===== src/rtl/fetch_stage.sv =====
// ---------------------------------------------------------------------------
// fetch_stage : PC register, imem address and IF/ID pipeline register.
// Optional perf counters enabled by `define FETCH_PERF_EN.  Rev 1.0
// ---------------------------------------------------------------------------
`default_nettype none

module fetch_stage #(
   parameter logic [31:0] RESET_PC  = 32'h0000_0000,
   parameter logic [31:0] NOP_INSTR = 32'h0000_0013
) (
   input  logic        clk,
   input  logic        rst,
   input  logic        StallF,
   input  logic        StallD,
   input  logic        FlushD,
   input  logic        br_taken,
   input  logic [31:0] br_target,
   output logic [31:0] imem_addr,
   input  logic [31:0] imem_rdata,
   output logic [31:0] pcF,
   output logic [31:0] pcD,
   output logic [31:0] pc4D,
   output logic [31:0] instD,
   output logic        validD,
   output logic [31:0] fetch_cnt,
   output logic [31:0] stall_cnt,
   output logic [31:0] flush_cnt
);

   logic [31:0] pc_q,    pc_d;
   logic [31:0] inst_q,  inst_d;
   logic [31:0] pcd_q,   pcd_d;
   logic [31:0] pc4d_q,  pc4d_d;
   logic        valid_q, valid_d;
   logic        load_d;
   logic        unused_target_bits;

   assign unused_target_bits = ^br_target[1:0];
   assign load_d = !FlushD && !StallD;

   always_comb begin
      pc_d = pc_q + 32'd4;
      if (br_taken)
         pc_d = {br_target[31:2], 2'b00};
      else if (StallF)
         pc_d = pc_q;
   end

   // Flush outranks stall: a squashed instruction must never be held in decode.
   always_comb begin
      inst_d  = inst_q;
      pcd_d   = pcd_q;
      pc4d_d  = pc4d_q;
      valid_d = valid_q;
      if (FlushD) begin
         inst_d  = NOP_INSTR;
         pcd_d   = 32'd0;
         pc4d_d  = 32'd0;
         valid_d = 1'b0;
      end else if (!StallD) begin
         inst_d  = imem_rdata;
         pcd_d   = pc_q;
         pc4d_d  = pc_q + 32'd4;
         valid_d = 1'b1;
      end
   end

   always_ff @(posedge clk) begin
      if (rst) begin
         pc_q    <= {RESET_PC[31:2], 2'b00};
         inst_q  <= NOP_INSTR;
         pcd_q   <= 32'd0;
         pc4d_q  <= 32'd0;
         valid_q <= 1'b0;
      end else begin
         pc_q    <= pc_d;
         inst_q  <= inst_d;
         pcd_q   <= pcd_d;
         pc4d_q  <= pc4d_d;
         valid_q <= valid_d;
      end
   end

   assign imem_addr = pc_q;
   assign pcF       = pc_q;
   assign pcD       = pcd_q;
   assign pc4D      = pc4d_q;
   assign instD     = inst_q;
   assign validD    = valid_q;

`ifdef FETCH_PERF_EN
   logic [31:0] fetch_cnt_q, fetch_cnt_d;
   logic [31:0] stall_cnt_q, stall_cnt_d;
   logic [31:0] flush_cnt_q, flush_cnt_d;

   always_comb begin
      fetch_cnt_d = fetch_cnt_q + {31'd0, load_d};
      stall_cnt_d = stall_cnt_q + {31'd0, StallD && !FlushD};
      flush_cnt_d = flush_cnt_q + {31'd0, FlushD};
   end

   always_ff @(posedge clk) begin
      if (rst) begin
         fetch_cnt_q <= 32'd0;
         stall_cnt_q <= 32'd0;
         flush_cnt_q <= 32'd0;
      end else begin
         fetch_cnt_q <= fetch_cnt_d;
         stall_cnt_q <= stall_cnt_d;
         flush_cnt_q <= flush_cnt_d;
      end
   end

   assign fetch_cnt = fetch_cnt_q;
   assign stall_cnt = stall_cnt_q;
   assign flush_cnt = flush_cnt_q;
`else
   logic unused_load;
   assign unused_load = load_d;
   assign fetch_cnt   = 32'd0;
   assign stall_cnt   = 32'd0;
   assign flush_cnt   = 32'd0;
`endif

endmodule

`default_nettype wire


===== config.mk =====
export PLATFORM = sky130hd
export DESIGN_NAME = fetch_stage
export DESIGN_NICKNAME = d
export VERILOG_FILES = /design/src/rtl/fetch_stage.sv
export SDC_FILE = /design/constraint.sdc
export NUM_CORES = 1
export LEC_CHECK = 0
export CAP_MARGIN = 30
export CORE_MARGIN = 10
export CORE_UTILIZATION = 38
export CTS_BUF_LIST = sky130_fd_sc_hd__clkbuf_2 sky130_fd_sc_hd__clkbuf_4 sky130_fd_sc_hd__clkbuf_8
export CTS_CLUSTER_SIZE = 24
export DETAILED_ROUTE_END_ITERATION = 10
export PLACE_DENSITY = 0.8
export SLEW_MARGIN = 20
export SYNTH_ARGS = -nofsm -noshare
export SYNTH_HDL_FRONTEND = slang
export SYNTH_SLANG_ARGS = --single-unit

===== constraint.sdc =====
create_clock -name clk -period 1.9 [get_ports clk]
set_input_delay 0.38 -clock clk [delete_from_list [all_inputs] [get_ports clk]]
set_output_delay 0.38 -clock clk [all_outputs]
set_load 0.01 [all_outputs]

# After elaboration in Yosys (flattened, before gate mapping)
# Index checks and enable logic that the tools add are counted.
word_totals:
  reg_bits: 129
  latch_bits: 0
  mem_bits_rw: 0
  mem_bits_ro: 0
  in_bits: 70
  out_inout_bits: 257
  elab_cells: 12
  memories: 0
op_classes:
  n_addsub: 1
  multipliers: 0
  n_div: 0
  n_lt_le_gt_ge: 0
  eq_ne: 1
  shifts: 0
  mux: 2
  bitwise: 0
  reduce_logical: 2
ops:
  columns: ["operator", "n"]
  rows:
  - ["$mux W32", 2]
  - ["$add A32 B3 Y32 const B", 1]
  - ["$reduce_or A2 Y1", 2]
  - ["$ne A2 B1 Y1 const B", 1]

# Logic depth before layout (Yosys ltp)
logic_depth:
  ltp_word: 3
  ltp_mapped: 7
  depth_no_buf: 5

# Worst setup path before layout
# No wires, ideal clock.
synth_path:
  path_kind: "reg-to-reg"
  from: "register pc_q[2] (netlist: imem_addr[2])"
  to: "register pc_q[30] (netlist: imem_addr[30])"
  setup_ps: 91
  t_arrival_ps: 2044
  setup_slack_ps: -235
  path_stages_with_launch: 6
  period_less_slack_ps: 2135
  cell_sequence: "dfxtp_1 -> ha_1 -> nand3_1 -> or4_1 -> or4_1 -> a311oi_1"
synth_via:
  elab_chain_cells: 3
synth_rtl:
  columns: ["element", "line", "rtl"]
  rows:
  - ["start, declared", "30", "logic [31:0] pc_q, pc_d;"]
  - ["start signal, assigned", "70", "pc_q <= {RESET_PC[31:2], 2'b00};"]
  - ["start signal, assigned", "76", "pc_q <= pc_d;"]
  - ["$add A32 B3 Y32", "42", "pc_d = pc_q + 32'd4;"]
  - ["$mux W32", "45", "else if (StallF)"]
  - ["$mux W32", "43", "if (br_taken)"]
# Every way passes these cells. The select of a mux whose other input is x is not followed.
# A chain may end at the register's enable or synchronous reset.

# Worst setup path in the final report
layout_path:
  from: "register pc_q[3] (netlist: imem_addr[3])"
  to: "register pc_q[30] (netlist: imem_addr[30])"
# Same word-level chain as after synthesis.

==> impl_metrics.toml <==
[outcome]
outcome = "completed"

[worst_setup_path]
critPathRequiredTime_ns = 2.26
worstSetupEndpointType = "flop"
arrival_ns = 2.23
crit_fanout = 4
crit_path_start_kind = "flop"
critical_path_class = "reg -> reg"

[job]
maxCapViolCount = 0

[die]
row_count = 47
die_area_um2 = 22700
fp.dieW_um = 151
core_um2 = 16600
die-height_um = 151
start_util_pct = 39.0
io_pins = 327

[sta]
final-setup-viol-count = 0
period_needed_ns = 1.88
fin_crit_sh_pct = 98.8
worst_slew_pin_slew_ns = 0.508
fmax_mhz = 533
rsz0062_at_grt = "yes"
slew_headroom_pct = 65.8
finClkSkew_ns = 0.0119
setup_tns_ns = 0
hold_violations = 0
timing.final.ws_setup_ns = 0.0222
slew_violations = 0

[detailed_routing]
wl_per_cell_um = 18.3
ant_nets = 0
routed_wl_mm = 22.1
drt_iter0_drc = 455
drt-pass1-iter-count = 6
via_per_inst = 4.84
drc = 0
num_vias = 5866

[clocking]
clk_latency_ns = 0.45
cts_buffer_depth = 2
cts_hold_buffers = 0
cts_inserted_buffers = 17
cts.sinks = 123
root_buffer = "clkbuf_8"
clkSlewWorstSetupHoldPaths_ns = 0.07
h-tree-depth = 4
cts_tree = "yes"

[synth]
synth_area_um2 = 6490
ys_seq_elements = 123
synth_area_leaders = "dfxtp_1, buf_4, mux2i_1"
synth_top_area_cell = "dfxtp_1"
yosysWarningCount = 0
async_reset_ff_share_pct = 0
synth-edff-count = 0
synth.top_cell.area_share_pct = 37.9
syn_avg_cell_area_um2 = 8.63
synth_cell_types = 45
syn_inst = 752
seq_area_frac_synth_pct = 37.9
synth_ff_type = "dfxtp_1"

[placed_design]
placed_area_um2 = 8720
gp_congestion = 0.869
dp.cells = 1174
place_ws_ns = -0.333
portBuffers = 220
dp_hpwl_mm = 17.0

[global_routing]
grt_max_degree = 55
grt_overflow = 0
grt_pass1_wl_mm = 32.7
grt_antenna_before_repair = 0
grt_pass1_vias = 5681
grtUsageTotal_pct = 18.3

[power]
p_leak_uw = 0.00389
ir_worst_vdd_uv = 402
power_uw = 6480
p_per_area_nw_per_um2 = 704

[finish]
final_cells = 1211
num-nets-final = 1049
diodes = 0
area_delta_synth_final_pct = 41.9
layout-drive-gt1-share_pct = 14.6
stdcell_area_um2 = 9210

[min_path]
hold_path.class = "in -> reg"
-- cell families after synthesis --
logic type / after synthesis / share of synthesized area (%)
AOI/OAI and AO/OA: 115 / 11.2
xor gates and xnor gates: 22 / 2.97
adders and majority gates: 1 / 0.193
buffers and inverters: 208 / 20.4
DFF: 123 / 37.9
muxes: 62 / 9.56
other: 1 / 0.0578
and+or+nand+nor: 220 / 17.7
-- critical path, cell delays in order, from the launching register on --
cell and delay [ns]:
dfxtp_4 0.36, ha_4 0.15, nand3_2 0.11, or4_4 0.55, or4_1 0.40, a311oi_1 0.21
-- routing by layer --
layer,wire [um],up-vias,share of wire [%],track usage (%)
met3,2130,26,9.6,5.91
met2,11100,246,50,31.6
met1,8600,2771,39,21.2
met4,318,0,1.4,5.49
li1,-,2823,-,-
met5,0,-,0,0
-- timing repair --
item,in CTS,in global routing
gates cloned,0,0
buffers inserted,0,5
resized for setup,63,19
endpoints found under the setup margin,60,15
pin swaps,1,8
-- state kept, by name, indices dropped and copies added, names as in the netlist --
register   count
validD         1
pc4D          30
imem_addr     30
pcD           30
instD         32
-- area by class of cell --
type / count / area [um2]
Timing Repair Buffer: 297 / 2790
Tap cell: 220 / 275
Clock buffer: 20 / 263
Sequential cell: 123 / 2490
Inverter: 15 / 56.3
Fill cell: 1542 / 7430
Multi-Input combinational cell: 524 / 3170
Clock inverter: 12 / 170
-- report_power, final --
group	total [uW]	leakage (uW)	switching (uW)	internal, uW
logic	1140	0.00266	598	538
registers	2770	0.00101	82.5	2690
clock network	2580	0.000220	1090	1480
-- cell usage in the layout, fill, tap and decap left out, drive strengths merged, types with 18 or more instances in the layout --
cell type / count
mux2i: 62
buf: 78
o21ai: 38
conb: 104
nand2: 27
a211oi: 19
nor2: 89
dlygate4sd2: 54
clkbuf: 20
or3: 18
a21oi: 20
dfxtp: 123
clkdlybuf4s50: 163
-- Yosys cell counts, types with 2 or more instances --
cell,count
a311oi_1,10
or4_1,7
o31ai_1,7
o21ai_0,38
inv_1,14
a31oi_1,10
a221oi_1,2
dfxtp_1,123
nand2_1,27
clkbuf_1,35
xor2_1,5
a21oi_1,20
or3_1,17
nand3_1,12
nand4_1,13
and4_1,13
nor2_1,89
nor4_1,8
buf_4,139
buf_1,7
xnor2_1,17
nand4_2,2
mux2i_1,62
buf_2,10
a211oi_1,19
a2111oi_0,7
and3_1,5
nand2b_1,2
nor3_1,16
-- final timing paths --
path                start            end  slack [ns]  cells past startpoint
max reg2reg  imem_addr[3]  imem_addr[30]        0.02                      5
max          imem_addr[3]  imem_addr[30]        0.02                      5
min                StallD        pcD[26]        0.45                      4
min reg2reg       pc4D[6]        pc4D[6]        0.46                      2
-- through the flow --
stage	utilization (%)	hold WS [ns]
after floorplan	-	0.486
after global placement	52.4	0.448
after detailed placement	52.4	0.455
after CTS	54.7	0.439
after global routing	55.3	0.445
final	55.3	0.447
(Power assumes the default switching activity.)
